<file path="src/rtl/mips_ctrl_pkg.sv">
// Shared encodings for the multi-cycle MIPS control path: opcodes, ALUOp,
// mux selects, FSM states and the bundled control word.
package mips_ctrl_pkg;

  localparam logic [3:0] OP_RTYPE = 4'b0000;
  localparam logic [3:0] OP_ADDI  = 4'b0001;
  localparam logic [3:0] OP_LW    = 4'b0010;
  localparam logic [3:0] OP_SW    = 4'b0011;
  localparam logic [3:0] OP_BEQ   = 4'b0100;
  localparam logic [3:0] OP_SLTI  = 4'b0101;
  localparam logic [3:0] OP_J     = 4'b0110;

  localparam logic [1:0] ALUOP_ADD   = 2'b11;
  localparam logic [1:0] ALUOP_SUB   = 2'b01;
  localparam logic [1:0] ALUOP_RTYPE = 2'b00;
  localparam logic [1:0] ALUOP_SLT   = 2'b10;

  localparam logic [1:0] SRCB_B     = 2'b00;
  localparam logic [1:0] SRCB_ONE   = 2'b01;
  localparam logic [1:0] SRCB_IMM   = 2'b10;
  localparam logic [1:0] SRCB_BROFF = 2'b11;

  localparam logic [1:0] PCSRC_ALU    = 2'b00;
  localparam logic [1:0] PCSRC_ALUOUT = 2'b01;
  localparam logic [1:0] PCSRC_JUMP   = 2'b10;

  typedef enum logic [3:0] {
    S_RESET  = 4'd0,
    S_FETCH  = 4'd1,
    S_DECODE = 4'd2,
    S_MEMADR = 4'd3,
    S_MEMRD  = 4'd4,
    S_MEMWB  = 4'd5,
    S_MEMWR  = 4'd6,
    S_RTEXE  = 4'd7,
    S_RTWB   = 4'd8,
    S_ADDIEX = 4'd9,
    S_SLTIEX = 4'd10,
    S_IWB    = 4'd11,
    S_BRANCH = 4'd12,
    S_JUMP   = 4'd13
  } state_e;

  typedef struct packed {
    logic       pcWrite;
    logic       pcWriteCond;
    logic       iorD;
    logic       memRead;
    logic       memWrite;
    logic       irWrite;
    logic       memToReg;
    logic       regDst;
    logic       regWrite;
    logic       aluSrcA;
    logic [1:0] aluSrcB;
    logic [1:0] pcSource;
    logic [1:0] aluOp;
  } ctrl_t;

endpackage

</file>
<file path="src/rtl/mips_ctrl_outdec.sv">
// Pure state-to-control-word decode. FETCH raises IRWrite/PCWrite here
// unconditionally; the FSM qualifies them with MemReady.
module mips_ctrl_outdec
  import mips_ctrl_pkg::*;
(
  input  state_e state_i,
  output ctrl_t  ctrl_o
);

  always_comb begin
    ctrl_o = '0;
    case (state_i)
      S_FETCH: begin
        ctrl_o.memRead  = 1'b1;
        ctrl_o.aluSrcB  = SRCB_ONE;
        ctrl_o.aluOp    = ALUOP_ADD;
        ctrl_o.pcSource = PCSRC_ALU;
        ctrl_o.irWrite  = 1'b1;
        ctrl_o.pcWrite  = 1'b1;
      end
      S_DECODE: begin
        ctrl_o.aluSrcB = SRCB_BROFF;
        ctrl_o.aluOp   = ALUOP_ADD;
      end
      S_MEMADR, S_ADDIEX: begin
        ctrl_o.aluSrcA = 1'b1;
        ctrl_o.aluSrcB = SRCB_IMM;
        ctrl_o.aluOp   = ALUOP_ADD;
      end
      S_MEMRD: begin
        ctrl_o.memRead = 1'b1;
        ctrl_o.iorD    = 1'b1;
      end
      S_MEMWB: begin
        ctrl_o.regWrite = 1'b1;
        ctrl_o.memToReg = 1'b1;
      end
      S_MEMWR: begin
        ctrl_o.memWrite = 1'b1;
        ctrl_o.iorD     = 1'b1;
      end
      S_RTEXE: begin
        ctrl_o.aluSrcA = 1'b1;
        ctrl_o.aluSrcB = SRCB_B;
        ctrl_o.aluOp   = ALUOP_RTYPE;
      end
      S_RTWB: begin
        ctrl_o.regWrite = 1'b1;
        ctrl_o.regDst   = 1'b1;
      end
      S_SLTIEX: begin
        ctrl_o.aluSrcA = 1'b1;
        ctrl_o.aluSrcB = SRCB_IMM;
        ctrl_o.aluOp   = ALUOP_SLT;
      end
      S_IWB: ctrl_o.regWrite = 1'b1;
      S_BRANCH: begin
        ctrl_o.aluSrcA     = 1'b1;
        ctrl_o.aluSrcB     = SRCB_B;
        ctrl_o.aluOp       = ALUOP_SUB;
        ctrl_o.pcWriteCond = 1'b1;
        ctrl_o.pcSource    = PCSRC_ALUOUT;
      end
      S_JUMP: begin
        ctrl_o.pcWrite  = 1'b1;
        ctrl_o.pcSource = PCSRC_JUMP;
      end
      default: ctrl_o = '0;
    endcase
  end

endmodule

</file>
<file path="src/rtl/mips_main_control_fsm.sv">
// Multi-cycle MIPS main control: state register, next-state sequencing with
// memory-ready stalls, and MemReady gating of the fetch-time register loads.
module mips_main_control_fsm
  import mips_ctrl_pkg::*;
#(
  parameter int OPCODE_W = 4,
  parameter int ST_W     = 4
) (
  input  logic                clk,
  input  logic                rst,
  input  logic [OPCODE_W-1:0] Opcode,
  input  logic                MemReady,
  output logic                PCWrite,
  output logic                PCWriteCond,
  output logic                IorD,
  output logic                MemRead,
  output logic                MemWrite,
  output logic                IRWrite,
  output logic                MemtoReg,
  output logic                RegDst,
  output logic                RegWrite,
  output logic                ALUSrcA,
  output logic [1:0]          ALUSrcB,
  output logic [1:0]          PCSource,
  output logic [1:0]          ALUOp,
  output logic [ST_W-1:0]     State
);

  state_e state_q, state_d;
  ctrl_t  ctrl;
  logic   fetchStall;

  always_ff @(posedge clk) begin
    if (rst) state_q <= S_RESET;
    else     state_q <= state_d;
  end

  // MEMADR re-decodes the opcode; the instruction register still holds it.
  always_comb begin
    state_d = state_q;
    case (state_q)
      S_RESET:  state_d = S_FETCH;
      S_FETCH:  if (MemReady) state_d = S_DECODE;
      S_DECODE: begin
        case (Opcode)
          OPCODE_W'(OP_RTYPE): state_d = S_RTEXE;
          OPCODE_W'(OP_LW),
          OPCODE_W'(OP_SW):    state_d = S_MEMADR;
          OPCODE_W'(OP_ADDI):  state_d = S_ADDIEX;
          OPCODE_W'(OP_SLTI):  state_d = S_SLTIEX;
          OPCODE_W'(OP_BEQ):   state_d = S_BRANCH;
          OPCODE_W'(OP_J):     state_d = S_JUMP;
          default:             state_d = S_FETCH;
        endcase
      end
      S_MEMADR: state_d = (Opcode == OPCODE_W'(OP_SW)) ? S_MEMWR : S_MEMRD;
      S_MEMRD:  if (MemReady) state_d = S_MEMWB;
      S_MEMWR:  if (MemReady) state_d = S_FETCH;
      S_RTEXE:  state_d = S_RTWB;
      S_ADDIEX, S_SLTIEX: state_d = S_IWB;
      S_MEMWB, S_RTWB, S_IWB, S_BRANCH, S_JUMP: state_d = S_FETCH;
      default:  state_d = S_RESET;
    endcase
  end

  mips_ctrl_outdec u_outdec (
    .state_i (state_q),
    .ctrl_o  (ctrl)
  );

  assign fetchStall  = (state_q == S_FETCH) && !MemReady;
  assign PCWrite     = ctrl.pcWrite & ~fetchStall;
  assign IRWrite     = ctrl.irWrite & ~fetchStall;
  assign PCWriteCond = ctrl.pcWriteCond;
  assign IorD        = ctrl.iorD;
  assign MemRead     = ctrl.memRead;
  assign MemWrite    = ctrl.memWrite;
  assign MemtoReg    = ctrl.memToReg;
  assign RegDst      = ctrl.regDst;
  assign RegWrite    = ctrl.regWrite;
  assign ALUSrcA     = ctrl.aluSrcA;
  assign ALUSrcB     = ctrl.aluSrcB;
  assign PCSource    = ctrl.pcSource;
  assign ALUOp       = ctrl.aluOp;
  assign State       = ST_W'(state_q);

endmodule
</file>
<file path="config.mk">
export PLATFORM = sky130hd
export DESIGN_NAME = mips_main_control_fsm
export DESIGN_NICKNAME = d
export VERILOG_FILES = /design/src/rtl/mips_ctrl_pkg.sv /design/src/rtl/mips_ctrl_outdec.sv /design/src/rtl/mips_main_control_fsm.sv
export SDC_FILE = /design/constraint.sdc
export NUM_CORES = 1
export LEC_CHECK = 0
export ABC_AREA = 0
export CAP_MARGIN = 20
export CORE_AREA = 2 2 42 44
export CTS_CLUSTER_SIZE = 30
export DETAILED_ROUTE_END_ITERATION = 7
export DIE_AREA = 0 0 44 46
export GPL_ROUTABILITY_DRIVEN = 0
export PLACE_DENSITY = 0.8
export SLEW_MARGIN = 20
export SYNTH_ARGS = -nofsm -noshare
export SYNTH_HDL_FRONTEND = slang
export SYNTH_HIERARCHICAL = 1
export SYNTH_SLANG_ARGS = --single-unit
</file>
<file path="constraint.sdc">
create_clock -name clk -period 2.31 [get_ports clk]
set_clock_uncertainty 0.05 [all_clocks]
set_input_delay 0.231 -clock clk [delete_from_list [all_inputs] [get_ports clk]]
set_output_delay 0.231 -clock clk [all_outputs]
set_load 0.1 [all_outputs]
</file>
==> results.md, run 1 <==
* PnR worst setup slack at 428 ps
* DRC errors left at 0
* Most common cell in the synthesized netlist: nor2_1
* Peak VDD IR at 503 µV
* Top cell type's share of synthesized area at 12.0%
* Post-Syn Nets at 97
* Top post-synthesis cells by area: dfxtp_1 12%, nand2b_4 8.2%, buf_6 6.7%
* Layout area overhead at 50.5%
* Final period util at 81.5%
* Top cells by count, synth: 9 x nor2_1, 7 x nand2_1, 7 x nor3_1
* Max-slew headroom at 79.3%
* Hold Vio Cnt, Final at 0
* Mapped Area at 669 µm²
* Max clock buf depth at 2
* RSZ-0062 raised after global routing: false
* GRT Util Overall at 16.8%
* Global-route wire length before repair at 2.53 mm
* Sequential Area at 95.1 µm²
* Die X-Extent at 44 µm
* Cell area after layout at 1010 µm²
* Max-cap violation count at 0
* Synth Register Bits at 4
* Outcome: finished, final reports clean
* CTS Buf Count at 3
* Placed cell count at 124
* Layout cells sized above 1 at 41.8%
* Slew @ Worst Pin at 310 ps
* Post-Syn Instances at 90
* Antenna Nets Post-Route at 0
* Worst skew pair latency at 240 ps
* Crit-path max cell delay at 510 ps
* Hold Path Class: in2reg
* Initial Util at 41.5%
* DIE AREA at 2020 µm²
* Finished Layout Cells at 127
* Final wirelength at 1.60 mm
* WL/cell at 12.6 µm
* PD cells at 741 nW/µm²
* Crit-path slowest cell: dfxtp_4
* Fill cell count at 161
* Worst Path Buf+Inv at 1
* Top FF cell, synth: dfxtp_1
* Slew Limit Fails at 0
* Clock sinks at 4
* Worst Setup End Kind: output port
* Final setup fails at 0
* Req. time, crit path at 2030 ps
* Initial antenna violation count at 0
* Fmax at 531 MHz
* Vias per Instance at 5.52
* PortBufs at 26
* Setup bufs post-CTS at 0
* CP top delay family: flip-flops
* Rows at 15
* Syn. warnings at 6
* Seq/Total Area, Yosys at 12.0%
* CTS tree: done
* Leakage at 0.000397 µW
* Reg clk slew, reported paths at 30 ps
* Core area at 1610 µm²
* Critical path arrival at 1600 ps
* Critical Path Fanout Max at 24
* Leading area contributor after synthesis: dfxtp_1
* Post-synth EDFFs at 0
* Die H at 46 µm
* Crit path launch type: flop
* Max reg flops at 4
* Place WS at 654 ps
* Vias at 701
* Total power at 746 µW
* I/O Pins at 27
* Async S/R FF share, synth at 0%
* Number of global-route vias before repair at 572
* Min cycle time layout at 1880 ps
* Resize count post-CTS at 0
* Multi-input combinational cell area at 554 µm²
* Post-synth cell types at 37
* First-pass iteration count of the detailed router at 4
* H-Tree Depth at 1
* Detailed placer's ending HPWL at 1.16 mm
* DR iter-0 viols at 9
* Root Buffer: clkbuf_4
* CTS Hold Bufs at 0
* Pin count of the biggest net entering global routing at 25
* Placed Area at 985 µm²
* Total gr overflow at 0
* Post-layout net count at 119
* Worst Setup Path Type: reg2out
* CP Cell Sequence: nor2b_1 > and2_2 > a211o_2 > buf_12
* Antenna cell count at 0
* Synthesized area per cell at 7.44 µm²
==> path summary, 6_finish.rpt <==
check / slack, ps / cells past startpoint / endpoint / startpoint
max: 430 / 4 / RegWrite / State[2]$_SDFFE_PP0P_
min: 560 / 2 / State[2]$_SDFFE_PP0P_ / rst
max reg2reg: 1000 / 4 / State[0]$_SDFFE_PP0P_ / State[1]$_SDFFE_PP0P_
min reg2reg: 560 / 1 / State[2]$_SDFFE_PP0P_ / State[3]$_SDFFE_PP0P_
==> layout by cell type, fill, tap and decap left out, types with 3 or more instances in the layout <==
| cell type | synthesis | routed |
|---|---|---|
| nor2_2 | 1 | 3 |
| nor2_1 | 9 | 6 |
| nand3b_1 | 3 | 3 |
| buf_4 | 3 | 12 |
| o21a_1 | 3 | 3 |
| nand2_1 | 7 | 6 |
| buf_12 | 0 | 8 |
| clkbuf_4 | 0 | 3 |
| clkdlybuf4s50_1 | 0 | 6 |
| o21ai_0 | 4 | 4 |
| nand2b_4 | 4 | 4 |
| nor2b_1 | 4 | 4 |
| nor3_1 | 7 | 4 |
| dfxtp_4 | 0 | 4 |
| a21oi_1 | 4 | 4 |
==> through the flow <==
step / hold WS [ps] / setup TNS, ps / utilization [%]
3_5_place_dp: 559 / 0 / 61.0
5_1_grt: 567 / 0 / 62.4
3_3_place_gp: 543 / 0 / 61.0
6_report: 562 / 0 / 62.4
2_1_floorplan: 236 / -553 / -
4_1_cts: 559 / 0 / 62.4
==> cell families (layout without fill, tap and decap cells) <==
| family | count (synthesis) | count (layout) | share of synthesized area, % |
|---|---|---|---|
| and+or+nand+nor | 49 | 49 | 46.0 |
| buffers and inverters | 10 | 30 | 12.1 |
| AOI/OAI and AO/OA | 22 | 22 | 23.2 |
| DFF | 4 | 4 | 12.0 |
| muxes | 1 | 1 | 1.50 |
| xor gates and xnor gates | 4 | 4 | 5.23 |
==> area by class of cell <==
cell class              instances  share of cell area, %
multi-input cells              76                   55.0
repair buffers                 26                   30.8
flip-flops and latches          4                   9.44
clock buffers                   3                   2.24
well taps                      17                   2.11
inverters                       1                  0.373
==> layer usage <==
layer	up-vias	GRT usage [%]	share of wire, %
li1	356	-	-
met1	322	20.9	44
met2	23	28.5	51
met3	0	4.76	5.7
met4	0	3.64	0
met5	-	0	0
==> power breakdown <==
group | internal [µW] | switching, µW | leakage, µW
clock network | 58.0 | 27.1 | 0.0000138
logic | 164 | 365 | 0.000348
registers | 77.9 | 54.3 | 0.0000356
No activity file was read; power rests on OpenSTA's default activity.
==> inputs of run 2 (changes only) <==
--- a/config.mk
+++ b/config.mk
@@ -7,12 +7,12 @@
 export LEC_CHECK = 0
 export ABC_AREA = 0
 export CAP_MARGIN = 20
-export CORE_AREA = 2 2 42 44
+export CORE_AREA = 2 2 45 47
 export CTS_CLUSTER_SIZE = 30
 export DETAILED_ROUTE_END_ITERATION = 7
-export DIE_AREA = 0 0 44 46
+export DIE_AREA = 0 0 47 49
 export GPL_ROUTABILITY_DRIVEN = 0
-export PLACE_DENSITY = 0.8
+export PLACE_DENSITY = 0.73
 export SLEW_MARGIN = 20
 export SYNTH_ARGS = -nofsm -noshare
 export SYNTH_HDL_FRONTEND = slang
==> constraint.sdc (replaced) <==
create_clock -name clk -period 1.7 [get_ports clk]
set_clock_uncertainty 0.05 [all_clocks]
set_input_delay 0.17 -clock clk [delete_from_list [all_inputs] [get_ports clk]]
set_output_delay 0.17 -clock clk [all_outputs]
set_load 0.1 [all_outputs]
==> run 2 against run 1 <==
Clock power up 44%. Worst setup slack worse by 360 ps. Critical path depth unchanged. Total power up 66%. Sequential cell count unchanged. Cell area up 38%. Routed wire length up 20%. Sequential power about the same. Combinational power up 85%.
==> results.md, run 2 (synthesized netlist as in run 1, its figures left out) <==
* Final setup fails at 0
* Fill cell count at 121
* Hold Path Class: in2reg
* I/O Pins at 27
* Req. time, crit path at 1480 ps
* Worst Setup End Kind: output port
* HP Start: rst
* Vias per Instance at 5.01
* Outcome: finished, final reports clean
* Crit path launch type: flop
* Worst skew pair latency at 240 ps
* Core area at 1840 µm²
* Most frequent cells in the layout: 20 x buf_12, 20 x buf_4, 6 x nor2_1, 6 x clkdlybuf4s50_1, 5 x nand2_1
* Critical Path Fanout Max at 9
* Layout cells sized above 1 at 56.5%
* WL/cell at 12.2 µm
* Layout area overhead at 107%
* Crit path from: State[1]$_SDFFE_PP0P_
* Die X-Extent at 47 µm
* Global-route wire length before repair at 3.19 mm
* Number of global-route vias before repair at 740
* PortBufs at 26
* Max reg flops at 4
* Initial antenna violation count at 0
* Slew Limit Fails at 0
* Reg clk slew, reported paths at 40 ps
* Setup TNS at 0 ps
* DR iter-0 viols at 11
* Antenna cell count at 0
* Leakage at 0.000572 µW
* Fmax at 613 MHz
* PD cells at 893 nW/µm²
* H-Tree Depth at 1
* First-pass iteration count of the detailed router at 4
* Total gr overflow at 0
* Min cycle time layout at 1630 ps
* Vias at 791
* Die H at 49 µm
* Clock sinks at 4
* Pin count of the biggest net entering global routing at 14
* Final Core Density at 75.2%
* Max-cap violation count at 0
* Peak VDD IR at 750 µV
* DIE AREA at 2300 µm²
* Antenna Nets Post-Route at 0
* CTS tree: done
* CTS Buf Count at 3
* Critical path arrival at 1410 ps
* Max clock buf depth at 2
* RSZ-0062 raised after global routing: false
* Post-layout net count at 140
* Worst Setup Path Type: reg2out
* Reg-to-Reg Start: State[2]$_SDFFE_PP0P_
* GRT Util Overall at 18.5%
* Final wirelength at 1.92 mm
* Initial Util at 36.3%
* DRC errors left at 0
* Final period util at 96.0%
* Detailed placer's ending HPWL at 1.34 mm
* Root Buffer: clkbuf_4
* CTS Hold Bufs at 0
* Placed cell count at 139
* Max-slew headroom at 78.4%
* Hold Vio Cnt, Final at 0
* Finished Layout Cells at 158
* Rows at 16
* Slew @ Worst Pin at 319 ps
-- run 2: changes by cell type in the layout (fill, tap and decap cells not counted), sizes merged --
cell | previous run | this run
buf | 20 | 41
-- run 2: cell type report --
class,instances,area [µm²],share of cell area (%)
flip-flops and latches,4,95.1,6.87
well taps,27,33.8,2.44
multi-input cells,76,608,43.9
clock buffers,3,22.5,1.63
repair buffers,47,622,44.9
inverters,1,3.75,0.271
-- run 2: worst paths after layout --
kind / to / slack, ps / cells past startpoint
min reg2reg: State[1]$_SDFFE_PP0P_ / 650 / 3
max reg2reg: State[0]$_SDFFE_PP0P_ / 300 / 5
max: RegWrite / 70 / 4
min: State[2]$_SDFFE_PP0P_ / 500 / 2
-- run 2: worst max-delay path: stages, from the launching register on --
cell     delay [ps]
dfxtp_4         370
buf_4           150
and2_4          150
a211o_4         330
buf_12          170
-- run 2: repair_timing --
action,4_1_cts,5_1_grt
resized for setup,1,3
buffers inserted,12,4
endpoints found under the setup margin,3,4
pin swaps,1,0
-- run 2: metrics by stage --
step / total power, µW / hold WS [ps] / setup WS [ps] / instance area [µm²]
after floorplan: 779 / 175 / -795 / 788
after CTS: 1230 / 495 / 26.9 / 1340
final: 1240 / 500 / 67.7 / 1390
after global routing: 1290 / 499 / 22.3 / 1390
after detailed placement: 1050 / 556 / 196 / 1230
after global placement: 1040 / 546 / 225 / 1230
-- run 2: report_power, final --
group / internal (µW) / total (µW) / switching, µW / leakage [µW]
registers: 106 / 134 / 28.7 / 0.0000356
logic: 385 / 980 / 596 / 0.000523
clock network: 79.2 / 122 / 42.9 / 0.0000138
total: 570 / 1240 / 667 / 0.000572
-- run 2: metal layers --
| metal | wire (µm) | GRT usage (%) | up-vias |
|---|---|---|---|
| li1 | - | - | 395 |
| met5 | 0 | 0 | - |
| met4 | 22 | 5.56 | 0 |
| met1 | 725 | 20.0 | 354 |
| met2 | 1070 | 33.1 | 36 |
| met3 | 104 | 5.19 | 6 |
==> inputs of run 3 (changes only) <==
--- a/config.mk
+++ b/config.mk
@@ -7,12 +7,12 @@
 export LEC_CHECK = 0
 export ABC_AREA = 0
 export CAP_MARGIN = 20
-export CORE_AREA = 2 2 45 47
+export CORE_AREA = 2 2 42 44
 export CTS_CLUSTER_SIZE = 30
 export DETAILED_ROUTE_END_ITERATION = 7
-export DIE_AREA = 0 0 47 49
+export DIE_AREA = 0 0 44 46
 export GPL_ROUTABILITY_DRIVEN = 0
-export PLACE_DENSITY = 0.73
+export PLACE_DENSITY = 0.8
 export SLEW_MARGIN = 20
 export SYNTH_ARGS = -nofsm -noshare
 export SYNTH_HDL_FRONTEND = slang
==> constraint.sdc (replaced) <==
create_clock -name clk -period 2.1 [get_ports clk]
set_clock_uncertainty 0.05 [all_clocks]
set_input_delay 0.21 -clock clk [delete_from_list [all_inputs] [get_ports clk]]
set_output_delay 0.21 -clock clk [all_outputs]
set_load 0.1 [all_outputs]
==> run 3 against run 2 <==
Utilization down 5.7 points. Count of clock-buffer cells in the layout unchanged. Die area down 12%. Sequential cell count unchanged. Critical endpoint unchanged. Largest power group unchanged. Highest routed layer is now met3.
==> results.md, run 3 (synthesized netlist as in run 1, its figures left out) <==
* Clock sinks at 4
* PD cells at 788 nW/µm²
* First-pass iteration count of the detailed router at 3
* Peak VDD IR at 634 µV
* Layout cells sized above 1 at 41.8%
* Total gr overflow at 0
* Hold Vio Cnt, Final at 0
* PortBufs at 26
* Max-cap violation count at 0
* Setup TNS at 0 ps
* Finished Layout Cells at 127
* DIE AREA at 2020 µm²
* Final setup fails at 0
* Core area at 1610 µm²
* RSZ-0062 raised after global routing: false
* Commonest non-fill, non-tap cell in the layout: buf_12
* Hold depth at 2
* Outcome: finished, final reports clean
* Critical path arrival at 1600 ps
* Root Buffer: clkbuf_4
* Rows at 15
* Most frequent cells in the layout: 16 x buf_12, 6 x nand2_1, 6 x nor2_1, 6 x clkdlybuf4s50_1
* Number of global-route vias before repair at 618
* Max-slew headroom at 79.2%
* Resize count post-CTS at 0
* Min cycle time layout at 1860 ps
* GRT Util Overall at 17.7%
* Reg2Reg Depth at 4
* Worst Setup End Kind: output port
* Worst skew pair latency at 220 ps
* Antenna cell count at 0
* Max clock buf depth at 2
* H-Tree Depth at 1
* Critical Path Fanout Max at 24
* Final wirelength at 1.59 mm
* Worst Setup Path Type: reg2out
* Antenna Nets Post-Route at 0
* WL/cell at 12.5 µm
* CTS Buf Count at 3
* Vias per Instance at 5.34
* Placed cell count at 124
* Slew @ Worst Pin at 311 ps
* DR iter-0 viols at 4
* Max reg flops at 4
* Vias at 678
* Initial Util at 41.5%
* Slew Limit Fails at 0
* CTS Hold Bufs at 0
* I/O Pins at 27
* Die X-Extent at 44 µm
* DRC errors left at 0
* CTS tree: done
* Detailed placer's ending HPWL at 1.20 mm
* Crit path launch type: flop
* Setup bufs post-CTS at 0
* Fmax at 538 MHz
* Fill cell count at 138
* Layout area overhead at 67.5%
* Die H at 46 µm
* Hold Path Class: in2reg
* Final period util at 88.6%
* Post-layout net count at 119
* Global-route wire length before repair at 2.72 mm
* Initial antenna violation count at 0
* Req. time, crit path at 1840 ps
* Pin count of the biggest net entering global routing at 25
* Reg clk slew, reported paths at 30 ps
* Leakage at 0.000426 µW
run 3: changes by cell type in the layout (fill, tap and decap cells not counted), sizes merged:
| cell | previous run | this run |
|---|---|---|
| buf | 41 | 20 |
run 3: final cells by class:
cell class / instances / area, µm² / share of cell area [%]
repair buffers: 26 / 410 / 36.6
flip-flops and latches: 4 / 95.1 / 8.48
clock buffers: 3 / 22.5 / 2.01
inverters: 1 / 3.75 / 0.335
well taps: 17 / 21.3 / 1.90
multi-input cells: 76 / 568 / 50.7
run 3: metal layers:
| layer | wire length [µm] | vias up | GRT usage (%) | part of all wire [%] |
|---|---|---|---|---|
| met5 | 0 | - | 0 | 0 |
| met4 | 0 | 0 | 5.45 | 0 |
| met3 | 54 | 0 | 2.38 | 3.4 |
| met2 | 834 | 18 | 31.8 | 53 |
| met1 | 697 | 305 | 21.7 | 44 |
| li1 | - | 355 | - | - |
run 3: final timing paths:
path / from / to / slack (ps)
max reg2reg: State[1]$_SDFFE_PP0P_ / State[0]$_SDFFE_PP0P_ / 770
max: State[2]$_SDFFE_PP0P_ / RegWrite / 240
min: rst / State[2]$_SDFFE_PP0P_ / 540
min reg2reg: State[3]$_SDFFE_PP0P_ / State[2]$_SDFFE_PP0P_ / 550
run 3: per-stage QoR:
| stage | total power [µW] | hold slack, ps | utilization [%] | setup WS [ps] | instance area, µm² |
|---|---|---|---|---|---|
| floorplan | 612 | 215 | - | -435 | 748 |
| global placement | 793 | 538 | 68.1 | 497 | 1100 |
| detailed placement | 798 | 548 | 68.1 | 482 | 1100 |
| CTS | 890 | 535 | 69.5 | 238 | 1120 |
| global route | 925 | 554 | 69.5 | 172 | 1120 |
| finish | 883 | 537 | 69.5 | 240 | 1120 |
run 3: critical path, stage by stage (launching register included):
cell     delay [ps]
dfxtp_4         520
nor2b_1         150
and2_2          250
a211o_4         280
buf_12          170
run 3: report_power, final:
| part | internal, µW | switching [µW] |
|---|---|---|
| logic | 233 | 416 |
| clock network | 63.5 | 24.8 |
| registers | 85.6 | 59.8 |
| total | 382 | 501 |
